### src/rtl/rob_tag_allocator_pkg.sv
// ---------------------------------------------------------------------------
// rob_tag_allocator_pkg
// Shared definitions for the ROB tag allocator slice: default ROB capacity
// and tag width, the reserved null tag, boolean constants and the allocator
// FSM state type.
// ---------------------------------------------------------------------------
package rob_tag_allocator_pkg;

  // Default ROB geometry: 15 live tags fit in a 4-bit tag with 0 reserved.
  localparam int ROB_TAG_W     = 4;
  localparam int ROB_CAPACITY  = 15;
  localparam int ROB_TAG_RANGE = ROB_CAPACITY;

  // Tag 0 means "no producer" in the register file and is never handed out.
  localparam int NULL_TAG  = 0;
  localparam int FIRST_TAG = 1;

  localparam logic TRUE  = 1'b1;
  localparam logic FALSE = 1'b0;

  // RUN: normal allocate/commit; RECOVER: allocation blocked after a flush.
  typedef enum logic {
    RUN     = 1'b0,
    RECOVER = 1'b1
  } alloc_state_t;

endpackage

### src/rtl/rob_tag_allocator_tag_ring_inc.sv
// ---------------------------------------------------------------------------
// tag_ring_inc
// Combinational wrap-around increment over the live tag range 1..DEPTH.
// Tag 0 is never produced.
// Ports:
//   tag       in   TAG_WIDTH  current tag (1..DEPTH)
//   tag_next  out  TAG_WIDTH  successor tag, DEPTH wraps to 1
// ---------------------------------------------------------------------------
module tag_ring_inc
  import rob_tag_allocator_pkg::*;
#(
  parameter int TAG_WIDTH = ROB_TAG_W,
  parameter int DEPTH     = ROB_CAPACITY
) (
  input  logic [TAG_WIDTH-1:0] tag,
  output logic [TAG_WIDTH-1:0] tag_next
);

  localparam logic [TAG_WIDTH-1:0] LAST_TAG = TAG_WIDTH'(DEPTH);
  localparam logic [TAG_WIDTH-1:0] WRAP_TAG = TAG_WIDTH'(FIRST_TAG);

  assign tag_next = (tag == LAST_TAG) ? WRAP_TAG : tag + TAG_WIDTH'(1);

endmodule

### src/rtl/rob_tag_allocator.sv
// ---------------------------------------------------------------------------
// rob_tag_allocator
// Hands ROB tags (1..DEPTH) to the decoder, retires them in program order on
// ROB commit and resets the ring on a mispredict rollback, blocking
// allocation for RECOVER_CYCLES afterwards.
// Ports:
//   clk                   in   1            clock
//   rst_n                 in   1            async active-low reset
//   dec_alloc_req_in      in   1            decoder wants a tag this cycle
//   alloc_ready_out       out  1            allocation accepted this cycle
//   next_tag_out          out  TAG_WIDTH    tag granted on handshake (tail)
//   rob_commit_signal_in  in   1            ROB retires its head entry
//   rob_commit_tag_in     in   TAG_WIDTH    tag being retired
//   rob_rollback_in       in   1            flush: every tag becomes free
//   head_tag_out          out  TAG_WIDTH    oldest live tag, 0 when empty
//   count_out             out  TAG_WIDTH+1  number of live tags
//   full_out              out  1            count == DEPTH
//   empty_out             out  1            count == 0
//   order_err_out         out  1            sticky bad-commit flag
// ---------------------------------------------------------------------------
module rob_tag_allocator
  import rob_tag_allocator_pkg::*;
#(
  parameter int TAG_WIDTH      = ROB_TAG_W,
  parameter int DEPTH          = ROB_CAPACITY,
  parameter int RECOVER_CYCLES = 1
) (
  input  logic                 clk,
  input  logic                 rst_n,
  input  logic                 dec_alloc_req_in,
  output logic                 alloc_ready_out,
  output logic [TAG_WIDTH-1:0] next_tag_out,
  input  logic                 rob_commit_signal_in,
  input  logic [TAG_WIDTH-1:0] rob_commit_tag_in,
  input  logic                 rob_rollback_in,
  output logic [TAG_WIDTH-1:0] head_tag_out,
  output logic [TAG_WIDTH:0]   count_out,
  output logic                 full_out,
  output logic                 empty_out,
  output logic                 order_err_out
);

  localparam int RC_W = (RECOVER_CYCLES < 2) ? 1 : $clog2(RECOVER_CYCLES + 1);

  localparam logic [TAG_WIDTH-1:0] TAG_ONE    = TAG_WIDTH'(FIRST_TAG);
  localparam logic [TAG_WIDTH-1:0] TAG_NULL   = TAG_WIDTH'(NULL_TAG);
  localparam logic [TAG_WIDTH:0]   FULL_COUNT = (TAG_WIDTH + 1)'(DEPTH);
  localparam logic [TAG_WIDTH:0]   CNT_ONE    = (TAG_WIDTH + 1)'(1);
  localparam logic [RC_W-1:0]      RC_LOAD    = RC_W'(RECOVER_CYCLES);
  localparam logic [RC_W-1:0]      RC_ONE     = RC_W'(1);

  alloc_state_t         state_q, state_d;
  logic [TAG_WIDTH-1:0] head_q, head_d;
  logic [TAG_WIDTH-1:0] tail_q, tail_d;
  logic [TAG_WIDTH:0]   count_q, count_d;
  logic [RC_W-1:0]      rc_q, rc_d;
  logic                 err_q, err_d;

  logic [TAG_WIDTH-1:0] head_inc;
  logic [TAG_WIDTH-1:0] tail_inc;
  logic                 is_full;
  logic                 is_empty;
  logic                 grant;
  logic                 commit_ok;
  logic                 commit_bad;

  tag_ring_inc #(
    .TAG_WIDTH (TAG_WIDTH),
    .DEPTH     (DEPTH)
  ) u_head_inc (
    .tag      (head_q),
    .tag_next (head_inc)
  );

  tag_ring_inc #(
    .TAG_WIDTH (TAG_WIDTH),
    .DEPTH     (DEPTH)
  ) u_tail_inc (
    .tag      (tail_q),
    .tag_next (tail_inc)
  );

  assign is_full  = (count_q == FULL_COUNT);
  assign is_empty = (count_q == '0);

  // Ready depends only on registered state, so a commit that frees a slot
  // while full only opens allocation on the following cycle.
  assign alloc_ready_out = (state_q == RUN) && !is_full;
  assign grant           = dec_alloc_req_in && alloc_ready_out;

  // Commits are only judged in RUN; an empty ring makes any commit an error,
  // even when a grant lands in the same cycle.
  assign commit_ok  = (state_q == RUN) && rob_commit_signal_in && !is_empty &&
                      (rob_commit_tag_in == head_q);
  assign commit_bad = (state_q == RUN) && rob_commit_signal_in && !commit_ok;

  // State register for the FSM and the tag ring.
  always_ff @(posedge clk or negedge rst_n) begin
    if (!rst_n) begin
      state_q <= RUN;
      head_q  <= TAG_ONE;
      tail_q  <= TAG_ONE;
      count_q <= '0;
      rc_q    <= '0;
      err_q   <= FALSE;
    end else begin
      state_q <= state_d;
      head_q  <= head_d;
      tail_q  <= tail_d;
      count_q <= count_d;
      rc_q    <= rc_d;
      err_q   <= err_d;
    end
  end

  // Next-state logic: rollback beats everything, RECOVER counts down and
  // ignores commits, RUN handles grant and commit independently.
  always_comb begin
    state_d = state_q;
    head_d  = head_q;
    tail_d  = tail_q;
    count_d = count_q;
    rc_d    = rc_q;
    err_d   = err_q;

    if (rob_rollback_in) begin
      head_d  = TAG_ONE;
      tail_d  = TAG_ONE;
      count_d = '0;
      state_d = RECOVER;
      rc_d    = RC_LOAD;
    end else begin
      unique case (state_q)
        RUN: begin
          if (grant) begin
            tail_d = tail_inc;
          end
          if (commit_ok) begin
            head_d = head_inc;
          end
          if (commit_bad) begin
            err_d = TRUE;
          end
          unique case ({grant, commit_ok})
            2'b10:   count_d = count_q + CNT_ONE;
            2'b01:   count_d = count_q - CNT_ONE;
            default: count_d = count_q;
          endcase
        end
        RECOVER: begin
          if (rc_q <= RC_ONE) begin
            state_d = RUN;
          end else begin
            rc_d = rc_q - RC_ONE;
          end
        end
        default: state_d = RUN;
      endcase
    end
  end

  assign next_tag_out  = tail_q;
  assign head_tag_out  = is_empty ? TAG_NULL : head_q;
  assign count_out     = count_q;
  assign full_out      = is_full;
  assign empty_out     = is_empty;
  assign order_err_out = err_q;

endmodule

### config.mk
export PLATFORM = sky130hd
export DESIGN_NAME = rob_tag_allocator
export DESIGN_NICKNAME = d
export VERILOG_FILES = /design/src/rtl/rob_tag_allocator_pkg.sv /design/src/rtl/rob_tag_allocator_tag_ring_inc.sv /design/src/rtl/rob_tag_allocator.sv
export SDC_FILE = /design/constraint.sdc
export NUM_CORES = 1
export LEC_CHECK = 0
export ABC_CLOCK_PERIOD_IN_PS = 2800
export CAP_MARGIN = 5
export CORE_MARGIN = 1.5
export CORE_UTILIZATION = 44
export DETAILED_ROUTE_END_ITERATION = 10
export PLACE_DENSITY = 0.75
export SLEW_MARGIN = 15
export SYNTH_ARGS = -nofsm -noshare
export SYNTH_HDL_FRONTEND = slang
export SYNTH_HIERARCHICAL = 1
export SYNTH_SLANG_ARGS = --single-unit
### constraint.sdc
create_clock -name clk -period 2.8 [get_ports clk]
set_input_delay 0.7 -clock clk [delete_from_list [all_inputs] [get_ports clk]]
set_output_delay 0.7 -clock clk [all_outputs]
set_load 0.01 [all_outputs]
==> results by group, run 1 <==
Yosys
  • Area fraction of the dominant cell type after synthesis: 0.304
  • Top cells by area, synth: dfrtp_1, mux2i_1, ha_1
  • Post-synthesis cell area: 1070 sq um
  • Synth warn: 6
  • Mean Syn Cell Area: 10.2 sq um
  • Post-synthesis register bit count: 15
  • Post-Syn Instances: 105
  • Netlist cell types: 40
  • Cell accounting for the most synthesized area: dfrtp_1
  • Seq/Total Area, Yosys: 0.353
  • Syn nets: 120

Critical path
  • CP top delay family: simple AND/OR/NAND/NOR gates
  • Buf/Inv on CP: 3
  • Crit path depth: 12
  • Crit Path Class: input pin to register
  • CP Capture Type: register
  • Critical path required time: slightly below 3 ns
  • Crit-path cells: clkdlybuf4s50_1 -> nor2b_1 -> o41ai_4 -> nand3_4 -> buf_6 -> inv_2 -> ha_4 -> and2b_2 -> o21ai_2 -> and3_2 -> mux2i_1 -> mux2_2
  • CP max stage delay: 0.46 ns
  • Crit start category: input pin
  • Arr. time, crit path: approximately 2.9 ns
  • Top fanout value on the critical path: 2
  • R2r worst-path depth: 11
  • Crit-path slowest cell: clkdlybuf4s50_1

Worst hold path
  • WHS Path Cells: 2
  • Worst hold path class: register to register

GRT
  • Largest net degree at the start of global routing: 16
  • Total GRT Usage: 0.221
  • Vias in the first global route: slightly above 1000
  • First-pass GRT wire length: 4510 um
  • Initial antenna violation count: 0
  • Gr ovfl total: 0

CTS
  • CTS Buf Count: 3
  • Clock Tree Buf Depth: 2
  • Reg clk slew, reported paths: 0.10 ns
  • CTS HTree Levels: 1
  • Clock sinks: 15
  • CTS tree: yes
  • Insertion delay to the later sink of the worst-skew pair: 0.28 ns
  • Cell at the root of the clock tree: clkbuf_4

Route
  • Drt first pass iters: 4
  • Vias per inst: roughly 5.4
  • 1st-iter DRT viols: 9
  • Final wirelength: 2730 um
  • DR vias: 967
  • Antenna viol nets, final: 0
  • Routed len/inst: 15.2 um
  • Number of remaining DRC errors: 0

STA
  • Final worst path period share: 0.984
  • Crit path time final: 2.75 ns
  • Setup_tns: 0 ns
  • Max-slew violation count: 0
  • Slew HR: 0.529
  • Setup violators final: 0
  • Setup Skew: 0.00132 ns
  • Final Hold Viols: 0
  • Fmax: 0.363 GHz
  • Worst-Margin Slew: 0.705 ns

Cells and area
  • Diode count: 0
  • Layout cells sized above 1: 0.329
  • Post-Route Utilization: 0.701
  • Final #Nets: 168
  • Fin area: 1580 sq um
  • Finished Layout Cells: 180
  • Synthesis-to-layout area growth: 47.7%

Outcome
  • Status: completed

Floorplan
  • Die Area: 2740 sq um
  • Initial Util: 0.475
  • Die W: 52.3 um
  • IO Pins: 26
  • Die height: between 50 and 60 um
  • Core area: 2250 sq um
  • Cell row count: 17

Pwr
  • Leakage power: 0.000748 uW
  • Peak supply drop: 0.241 mV
  • Pwr Density: 294 nW/um^2

Flow run
  • Max cap viols: 0

Place
  • Dpl hpwl: 1850 um
  • Routability cong.: 0.831
  • Dpl cells: 168
  • Port Buf Inserts: 25
  • Placed Area: about 1400 sq um
==> cell usage after synthesis <==
cell,n
dfrtp_1,13
nor2_1,10
mux2i_1,7
nor2b_1,7
xor2_1,7
inv_1,6
ha_1,5
nand2_1,5
a21o_2,2
a21oi_1,2
a311o_1,2
and2_1,2
and2b_1,2
and2b_2,2
and4b_1,2
dfstp_2,2
mux2_2,2
nand3_1,2
nand4b_1,2
nor4_1,2
o31ai_1,2
a211o_1,1
a211o_2,1
a211oi_1,1
a211oi_2,1
a21boi_0,1
and2_4,1
and3_1,1
and3_2,1
buf_2,1
buf_4,1
clkbuf_1,1
fa_1,1
inv_2,1
nand2b_1,1
nand3_4,1
nor3_1,1
o21ai_0,1
o41ai_2,1
o41ai_4,1
==> sequential cells by signal, indices dropped and copies added, names as in the netlist <==
signal / count
count_out: 5
head_q: 4
next_tag_out: 4
order_err_out: 1
state_q: 1
==> worst paths after layout <==
kind / start / endpoint / slack (ns)
min reg2reg: order_err_out$_DFFE_PN0P_ / order_err_out$_DFFE_PN0P_ / 0.48
max in group asynchronous: rst_n / count_out[2]$_DFFE_PN0P_ / 1.53
min: order_err_out$_DFFE_PN0P_ / order_err_out$_DFFE_PN0P_ / 0.48
max: dec_alloc_req_in / count_out[4]$_DFFE_PN0P_ / 0.05
min in group asynchronous: rst_n / next_tag_out[3]$_DFFE_PN0P_ / 0.83
max reg2reg: count_out[4]$_DFFE_PN0P_ / count_out[4]$_DFFE_PN0P_ / 0.12
==> per-stage QoR <==
| step | power (uW) | setup slack (ns) | hold WS [ns] |
|---|---|---|---|
| floorplan | 283 | 0.0194 | 0.404 |
| global placement | 334 | -0.386 | 0.450 |
| detailed placement | 337 | -0.470 | 0.465 |
| CTS | 470 | 0.00851 | 0.488 |
| global route | 490 | -0.00336 | 0.534 |
| finish | 466 | 0.0453 | 0.482 |
==> layout by cell type, fill, tap and decap left out, drive strengths merged, types with 3 or more instances in the layout <==
master         count
and2               3
and2b              4
buf               21
clkbuf             3
clkdlybuf4s50     20
dfrtp             13
dlygate4sd2        3
ha                 5
inv                7
mux2i              7
nand2              5
nand3              3
nor2              10
nor2b              7
xor2               7
==> worst register-to-register path, cell delays in order (launching register included) <==
cell and delay (ns):
dfrtp_1 0.49, nor4_2 0.44, a211oi_2 0.18, nand3_4 0.13, buf_6 0.10, inv_2 0.04, ha_4 0.25, and2b_2 0.16
o21ai_2 0.07, and3_2 0.20, mux2i_1 0.16, mux2_2 0.35
==> layer usage <==
layer	track usage	routed length (um)	vias to the layer above
li1	-	-	463
met1	0.289	1200	470
met2	0.385	1400	30
met3	0.0229	106	4
met4	0.0598	25	0
met5	0	0	-
==> logic make-up after synthesis <==
family | Yosys count | synth area share
AOI/OAI and AO/OA | 16 | 0.147
xor gates and xnor gates | 7 | 0.0572
adders and majority gates | 6 | 0.0771
buffers and inverters | 10 | 0.0397
DFF | 15 | 0.353
muxes | 9 | 0.0864
and+or+nand+nor | 42 | 0.239
==> layout make-up <==
cell class	instances	area (sq um)
inverters	7	26.3
clock inverters	1	5.00
flip-flops and latches	15	378
multi-input cells	80	702
clock buffers	3	22.5
well taps	28	35.0
fillers	188	673
repair buffers	46	413
==> power breakdown <==
part           switching [uW]  internal (uW)
Combinational            50.1           55.5
Sequential               8.21            224
Clock                    75.2           53.0
Total                     133            332
==> what timing repair did <==
action | 4_1_cts | 5_1_grt
gates resized for setup | 9 | 6
gates cloned | 0 | 0
setup endpoints to repair | 5 | 2
hold buffers | 0 | 0
buffers inserted | 5 | 3
pin swaps | 4 | 5
Note: power is estimated with default switching activity, not from simulation.
==> run 2, diff against run 1 <==
--- a/config.mk
+++ b/config.mk
@@ -10,5 +10,7 @@
 export CORE_MARGIN = 1.5
 export CORE_UTILIZATION = 44
+export CTS_CLUSTER_DIAMETER = 50
 export DETAILED_ROUTE_END_ITERATION = 10
+export MAX_ROUTING_LAYER = met4
 export PLACE_DENSITY = 0.75
 export SLEW_MARGIN = 15
==> constraint.sdc (replaced) <==
create_clock -name clk -period 2.8 [get_ports clk]
set_input_delay 0.7 -clock clk [delete_from_list [all_inputs] [get_ports clk]]
set_output_delay 0.7 -clock clk [all_outputs]
set_load 0.05 [all_outputs]
==> results by group, run 2 (synthesis gave the netlist of run 1 again) <==
Outcome
  • Status: completed

Cells and area
  • Finished Layout Cells: 176
  • Layout cells sized above 1: 0.351
  • Max reg flops: 5
  • Sequential Area: approximately 380 sq um
  • Most frequent cells in the layout: buf_4, clkdlybuf4s50_1, nor2_1
  • Final #Nets: 164
  • Diode count: 0
  • Multi-input gate area: 694 sq um
  • Fillers: 206
  • Commonest non-fill, non-tap cell in the layout: buf_4
  • Synthesis-to-layout area growth: 42.9%

CTS
  • CTS Buf Count: 3
  • Clock sinks: 15
  • CTS HTree Levels: 1
  • Reg clk slew, reported paths: around 0.1 ns
  • CTS tree: yes
  • Insertion delay to the later sink of the worst-skew pair: about 0.29 ns
  • Post-cts hold buffer count: 0
  • Cell at the root of the clock tree: clkbuf_4
  • Clock Tree Buf Depth: 2

GRT
  • First-pass GRT wire length: about 4300 um
  • Initial antenna violation count: 0
  • Vias in the first global route: between 900 and 1000
  • Gr ovfl total: 0
  • Total GRT Usage: 0.224
  • Largest net degree at the start of global routing: 16

Worst hold path
  • Worst hold path class: register to register
  • WHS Path Cells: 2
  • Hold Path Origin: order_err_out$_DFFE_PN0P_
  • Hold endpoint: order_err_out$_DFFE_PN0P_

Floorplan
  • Die height: 52.3 um
  • Core area: 2250 sq um
  • Cell row count: 17
  • IO Pins: 26
  • Die W: 52.3 um
  • Initial Util: 0.475
  • Die Area: about 2700 sq um

Critical path
  • Top fanout value on the critical path: 4
  • Crit-path cells: dlygate4sd2_1 -> xor2_1 -> nor3_2 -> buf_4 -> nand3_4 -> fa_2 -> and2b_1 -> o21ai_1 -> and3_4 -> mux2i_1 -> mux2_2
  • Crit Path Class: input pin to register
  • Critical path required time: between 2 and 3 ns
  • R2r worst-path depth: 10
  • CP max stage delay: ~0.41 ns
  • FF-to-FF Start: count_out[0]$_DFFE_PN0P_
  • CP Capture Type: register
  • Crit start category: input pin
  • Reg2Reg Setup Slack: 0.16 ns
  • Crit-path slowest cell: fa_2
  • Arr. time, crit path: slightly below 3 ns
  • RR Endpoint: count_out[4]$_DFFE_PN0P_

Place
  • Routability cong.: roughly 0.81
  • Dpl hpwl: 1880 um
  • Dpl cells: 169
  • Port Buf Inserts: 25

Route
  • Number of remaining DRC errors: 0
  • Routed len/inst: 14.4 um
  • Met3 WL post-DR: 122 um
  • DR vias: 926
  • Top Layer Used: met4
  • WL met2: between 1000 and 1500 um
  • Drt first pass iters: 4
  • Antenna viol nets, final: 0
  • Vias per inst: roughly 5.3
  • M1 WL: 1240 um
  • 1st-iter DRT viols: 16
  • Final wirelength: ~2500 um

Pwr
  • Total Power: 495 uW
  • Peak supply drop: about 0.28 mV
  • Leakage power: 0.000768 uW
  • Pwr Density: 323 nW/um^2

STA
  • Fmax: between 0.3 and 0.4 GHz
  • Final Hold Viols: 0
  • Crit path time final: between 2 and 3 ns
  • Final worst path period share: 0.992
  • Worst-Margin Slew: 0.733 ns
  • Setup violators final: 0
  • Setup Skew: 0.00385 ns
  • RSZ-0062 raised after global routing: yes
  • Setup_tns: 0 ns
  • Slew HR: 0.510
  • Max-slew violation count: 0

Flow run
  • Max cap viols: 0
-- run 2: metrics by stage --
stage / instance area [sq um] / setup slack, ns / util / hold slack [ns]
2_1_floorplan: 1100 / -0.0656 / - / 0.404
4_1_cts: 1520 / 0.0243 / 0.675 / 0.481
3_5_place_dp: 1460 / -0.509 / 0.649 / 0.457
3_3_place_gp: 1460 / -0.364 / 0.649 / 0.453
5_1_grt: 1530 / -0.0507 / 0.679 / 0.536
6_report: 1530 / 0.0231 / 0.679 / 0.478
-- run 2: final cells by class --
cell class                 instances  share of cell area
multi-input combinational         80               0.454
sequential                        15               0.250
timing repair buffer              42               0.238
tap                               28              0.0229
inverter                           7              0.0172
clock buffer                       3              0.0147
clock inverter                     1             0.00327
-- run 2: worst max-delay path: cells and delay by family --
family,cells,cell delay (ns)
AO/OA/AOI/OAI,1,0.09
AND/OR/NAND/NOR,4,0.72
XOR/XNOR,1,0.14
buffers and inverters,2,0.41
multiplexers,2,0.49
adder cells (fa/ha/maj),1,0.41
-- run 2: routing by layer --
| metal | track usage | up-vias |
|---|---|---|
| met5 | - | - |
| met2 | 0.344 | 28 |
| li1 | - | 457 |
| met1 | 0.312 | 439 |
| met4 | 0.0513 | 0 |
| met3 | 0.0371 | 2 |
-- run 2: how the worst max path moves through the flow --
| stage | start | end | cells past startpoint | slack (ns) |
|---|---|---|---|---|
| floorplan | count_out[3]$_DFFE_PN0P_ | count_out[4]$_DFFE_PN0P_ | 9 | -0.07 |
| global placement | rob_commit_tag_in[1] | count_out[4]$_DFFE_PN0P_ | 11 | -0.36 |
| detailed placement | rob_commit_tag_in[3] | count_out[4]$_DFFE_PN0P_ | 11 | -0.51 |
| CTS | rob_commit_tag_in[1] | count_out[4]$_DFFE_PN0P_ | 11 | 0.02 |
| global route | rob_commit_tag_in[1] | count_out[4]$_DFFE_PN0P_ | 11 | -0.05 |
| finish | rob_commit_tag_in[1] | count_out[4]$_DFFE_PN0P_ | 11 | 0.02 |
-- run 2: timing repair --
action                                  4_1_cts  5_1_grt
gates resized for setup                       9        3
cloned                                        0        0
pin swaps                                     6        1
endpoints found under the setup margin        1        3
buffers inserted                              3        0
-- run 2: power by group --
| group | leakage [uW] | internal (uW) | switching, uW |
|---|---|---|---|
| Clock | 0.0000177 | 53.1 | 76.6 |
| Sequential | 0.000187 | 224 | 8.31 |
| Combinational | 0.000564 | 51.3 | 81.8 |
==> run 3, diff against run 2 <==
Settings changed: ABC_CLOCK_PERIOD_IN_PS 2800 to 2700, CORE_UTILIZATION 44 to 45, PLACE_DENSITY 0.75 to 0.74.
Clock period 2.8 ns to 2.7 ns, I/O delays scaled along.
==> results by group, run 3 (synthesis gave the netlist of run 1 again) <==
Critical path
  • Crit-path slowest cell: fa_2
  • Top fanout value on the critical path: 3
  • Crit Path Class: input pin to register
  • Critical path required time: around 2.9 ns
  • Crit start category: input pin
  • CP Capture Type: register
  • CP top delay family: simple AND/OR/NAND/NOR gates
  • Crit-path cells: dlygate4sd2_1 -> xor2_1 -> nor3_1 -> buf_4 -> nand3_4 -> fa_2 -> and2b_2 -> o21ai_2 -> and3_4 -> mux2i_1 -> mux2_2
  • Arr. time, crit path: 2.79 ns
  • Buf/Inv on CP: 2
  • CP max stage delay: about 0.35 ns

Cells and area
  • Layout cells sized above 1: 0.448
  • Final #Nets: 179
  • Max reg flops: 5
  • Fillers: 165
  • Synthesis-to-layout area growth: 55.0%
  • Post-Route Utilization: 0.743
  • Commonest non-fill, non-tap cell in the layout: buf_4
  • Fin area: ~1700 sq um
  • Diode count: 0
  • Most frequent cells in the layout: buf_4, clkdlybuf4s50_1, nor2_1

Place
  • Pre-CTS WS: -0.433 ns
  • Dpl hpwl: about 1900 um
  • Routability cong.: 0.786
  • Port Buf Inserts: 25
  • Placed Area: 1480 sq um

STA
  • Slew HR: 0.545
  • Final worst path period share: 0.971
  • Worst-Margin Slew: 0.681 ns
  • Fmax: between 0.3 and 0.4 GHz
  • Setup Skew: 0.00743 ns
  • Max-slew violation count: 0
  • Crit path time final: 2.62 ns
  • Final WS setup: 0.0792 ns
  • Setup violators final: 0
  • Final Hold Viols: 0

Pwr
  • Leakage power: slightly above 0.0008 uW
  • Peak supply drop: 0.243 mV
  • Pwr Density: 322 nW/um^2

Route
  • DR vias: 1035
  • Antenna viol nets, final: 0
  • 1st-iter DRT viols: 20
  • Drt first pass iters: 4
  • Final wirelength: ~2900 um
  • Vias per inst: 5.42
  • Number of remaining DRC errors: 0
  • Routed len/inst: 14.9 um

Flow run
  • Max cap viols: 0

GRT
  • First-pass GRT wire length: between 4000 and 5000 um
  • Initial antenna violation count: 0
  • Gr ovfl total: 0
  • Total GRT Usage: 0.258
  • Largest net degree at the start of global routing: 16
  • Vias in the first global route: between 1000 and 1500

Floorplan
  • IO Pins: 26
  • Cell row count: 17
  • Initial Util: 0.480
  • Die W: just over 50 um
  • Die height: 51.8 um
  • Die Area: 2680 sq um
  • Core area: 2230 sq um

CTS
  • Reg clk slew, reported paths: 0.10 ns
  • Clock sinks: 15
  • CTS HTree Levels: 1
  • Insertion delay to the later sink of the worst-skew pair: 0.28 ns
  • Clock Tree Buf Depth: 2
  • CTS Buf Count: 3
  • Cell at the root of the clock tree: clkbuf_4
  • CTS tree: yes

Worst hold path
  • Worst hold path class: register to register

Outcome
  • Status: completed
-- run 3: cell count changes in the layout (fill, tap and decap cells not counted), sizes merged --
cell,before,now
dlymetal6s2s,2,1
clkdlybuf4s50,13,12
clkinv,1,0
buf,22,39
clkbuf,3,4
-- run 3: timing repair --
action	CTS	global route
endpoints found under the setup margin	1	5
pin swaps	5	5
resized for setup	6	5
hold buffers	0	0
buffers inserted	16	2
-- run 3: area by class of cell --
type / instances / area (sq um) / area share
multi-input cells: 80 / 708 / 0.427
repair buffers: 57 / 482 / 0.290
flip-flops and latches: 15 / 383 / 0.231
well taps: 28 / 35.0 / 0.0211
clock buffers: 4 / 26.3 / 0.0158
inverters: 7 / 26.3 / 0.0158
-- run 3: final timing paths --
check	slack, ns	to	cells after the start	from
setup / recovery	0.08	count_out[4]$_DFFE_PN0P_	11	rob_commit_tag_in[1]
hold / removal	0.49	order_err_out$_DFFE_PN0P_	2	order_err_out$_DFFE_PN0P_
setup reg to reg	0.15	count_out[4]$_DFFE_PN0P_	10	count_out[0]$_DFFE_PN0P_
hold reg to reg	0.49	order_err_out$_DFFE_PN0P_	2	order_err_out$_DFFE_PN0P_
max in group asynchronous	1.43	count_out[3]$_DFFE_PN0P_	1	rst_n
min in group asynchronous	0.79	state_q$_DFF_PN0_	1	rst_n
-- run 3: layer usage --
layer	track usage	wire [um]	vias to the layer above
met5	-	0	-
met4	0.123	99	0
met3	0.0374	137	11
met2	0.415	1380	42
met1	0.321	1230	493
li1	-	-	489
-- run 3: per-stage QoR --
stage / hold WS (ns) / power [uW] / cells / setup TNS [ns]
4_1_cts: 0.499 / 531 / 189 / 0
6_report: 0.489 / 535 / 191 / 0
5_1_grt: 0.517 / 555 / 191 / -0.00786
3_3_place_gp: 0.454 / 389 / 169 / -0.573
3_5_place_dp: 0.476 / 391 / 169 / -0.623
2_1_floorplan: 0.379 / 331 / 105 / -0.129
-- run 3: worst reg2reg max path: stages, from the launching register on --
cell and delay, ns:
dfrtp_2 0.46, nor4_2 0.41, a211oi_2 0.17, nand3_4 0.12
inv_1 0.07, ha_1 0.28, and2b_2 0.21, o21ai_2 0.14
a21oi_1 0.08, mux2i_1 0.15, mux2_2 0.35
-- run 3: power breakdown --
group          internal (uW)  switching (uW)  leakage (uW)  total (uW)
Combinational           70.0            90.6      0.000623         161
Clock                   57.3            75.9     0.0000150         133
Sequential               232            8.96      0.000187         241
Total                    360             175      0.000825         535
==> RTL change, RTL diff (flow settings as in run 2) <==
The package constant `FIRST_TAG` goes from 1 to 0.
--- a/src/rtl/rob_tag_allocator_pkg.sv
+++ b/src/rtl/rob_tag_allocator_pkg.sv
@@ -13,7 +13,7 @@
 
   // Tag 0 means "no producer" in the register file and is never handed out.
   localparam int NULL_TAG  = 0;
-  localparam int FIRST_TAG = 1;
+  localparam int FIRST_TAG = 0;
 
   localparam logic TRUE  = 1'b1;
   localparam logic FALSE = 1'b0;
Behaviour: not the same (a bounded check fails within 4 cycles, from zero or initial values and one cycle with rst_n low).
==> RTL change against run 2 <==
Non-clock buffer count grew 4. Synthesized cell count up 2.9%. Routed wire length grew 11%. Worst setup slack improved by 0.020 ns. Combinational power fell by 8%. Final area increased by 2.2%. Cell count up 4.0%. Count of clock-buffer cells in the layout did not move. Sequential cell count unchanged. Synthesized area fell by 2.0%. First-iteration DRC count up 38%. Total power fell by 2.3%.
==> RTL change: results (changes against run 2) <==
- Most used standard cells in the synthesized netlist: sky130_fd_sc_hd__dfrtp_1, sky130_fd_sc_hd__nor2_1, sky130_fd_sc_hd__nor2b_1 (was sky130_fd_sc_hd__dfrtp_1, sky130_fd_sc_hd__nor2_1, sky130_fd_sc_hd__mux2i_1, sky130_fd_sc_hd__nor2b_1, sky130_fd_sc_hd__xor2_1).
- The number of DRC markers in iteration 0 was 22 (was 16).
- The net count after synthesis was 123 (was 120).
- The final routed wirelength across all metal layers is 2810 µm (was 2530 µm).
- The unique cell type count in the Yosys netlist is 38 (was 40).
- The relative slew slack is 54.5% (was 51.0%).
- The setup clock skew after layout is 0.00318 ns (was 0.00385 ns).
- The number of global-route vias before repair came to 1026 (was 938).
- The worst vdd rail ir drop came to 0.000329 V (was 0.000282 V).
- Status: complete, no violations (unchanged).
- The count of mapped cells out of synthesis was 108 (was 105).
- Top post-synthesis cells by area: sky130_fd_sc_hd__dfrtp_1, sky130_fd_sc_hd__ha_1, sky130_fd_sc_hd__nor2b_1 (was sky130_fd_sc_hd__dfrtp_1, sky130_fd_sc_hd__mux2i_1, sky130_fd_sc_hd__ha_1).
- The first-pass GRT wire length is 4760 µm (was 4330 µm).
- The overall routing resource usage is 24.6% (was 22.4%).
- The global placer's final weighted congestion is 0.859 (was 0.806).
- The via count normalized by instance count is 5.32 (was 5.26).
- The number of search-and-repair iterations in the first detailed-routing pass is 4 (unchanged).
- The number of flip-flops in the largest register came to 5 (unchanged).
- The met3 track demand over resource in global routing was 2.30% (was 3.71%).
- The number of placed instances with taps included is 178 (was 169).
- The maximum number of pins on one net before global-route repair is 20 (was 16).
- The leakage component of the power was 0.734 nW (was 0.768 nW).
- The arrival time at the worst endpoint was 2.94 ns (was 2.96 ns).
- The sequential area share after synthesis came to 35.8% (was 35.3%).
- The number of nets in the finished design is 171 (was 164).
- The post-detailed-placement half-perimeter wirelength is 2100 µm (was 1880 µm).
- The met2 global-route usage is 43.5% (was 34.4%).
- The met1 layer usage reported by global route was 29.5% (was 31.2%).
- The post-placement setup slack is -0.717 ns (was -0.509 ns).
## RTL change: cell type report
type | instances | area [µm²]
tap | 28 | 35.0
fill | 178 | 669
sequential | 15 | 382
timing repair buffer | 46 | 400
multi-input combinational | 83 | 688
inverter | 7 | 28.8
clock buffer | 3 | 22.5
clock inverter | 1 | 7.51
## RTL change: cells by family (layout without fill, tap and decap cells)
family	count (synthesis)	after routing	synth area share (%)
mux	6	6	6.32
compound gates	26	26	18.8
fa+ha+maj	6	6	7.87
buf+inv	10	57	4.29
simple gates	38	38	21.1
flops	15	15	35.8
xor+xnor	7	7	5.84
## RTL change: timing repair
| action | 4_1_cts | 5_1_grt |
|---|---|---|
| gates resized for setup | 14 | 1 |
| endpoints found under the setup margin | 2 | 2 |
| buffers inserted | 1 | 0 |
| endpoints found under the hold margin | 0 | 0 |
| pin swaps | 6 | 1 |
## RTL change: critical path, stage by stage (launching register included)
cell,delay (ns)
sky130_fd_sc_hd__dfrtp_2,0.43
sky130_fd_sc_hd__or4_4,0.58
sky130_fd_sc_hd__o211ai_4,0.20
sky130_fd_sc_hd__or3_4,0.18
sky130_fd_sc_hd__inv_4,0.04
sky130_fd_sc_hd__buf_4,0.13
sky130_fd_sc_hd__ha_1,0.18
sky130_fd_sc_hd__buf_4,0.14
sky130_fd_sc_hd__nor4_2,0.28
sky130_fd_sc_hd__o2bb2ai_1,0.15
sky130_fd_sc_hd__mux2_2,0.34
## RTL change: where the power goes
group	leakage, nW	internal [mW]	switching, mW
clock	0.0139	0.0542	0.0803
sequential	0.192	0.222	0.00541
combinational	0.528	0.0522	0.0697
total	0.734	0.328	0.155
## RTL change: worst paths after layout
| check | start | endpoint | slack [ns] | cells after the start |
|---|---|---|---|---|
| max | count_out[3]$_DFFE_PN0P_ | count_out[4]$_DFFE_PN0P_ | 0.04 | 10 |
| min | order_err_out$_DFFE_PN0P_ | order_err_out$_DFFE_PN0P_ | 0.49 | 2 |
| max reg2reg | count_out[3]$_DFFE_PN0P_ | count_out[4]$_DFFE_PN0P_ | 0.04 | 10 |
| min reg2reg | order_err_out$_DFFE_PN0P_ | order_err_out$_DFFE_PN0P_ | 0.49 | 2 |
| max in group asynchronous | rst_n | count_out[1]$_DFFE_PN0P_ | 1.51 | 1 |
| min in group asynchronous | rst_n | next_tag_out[1]$_DFFE_PN0P_ | 0.81 | 1 |
## RTL change: metal layers
layer  part of all wire, %  wire length [µm]  vias to the layer above
met5                     0                 0                        -
met4                  0.68                19                        0
met3                   2.8                78                        4
met2                    53              1490                       21
met1                    44              1220                      468
li1                      -                 -                      480
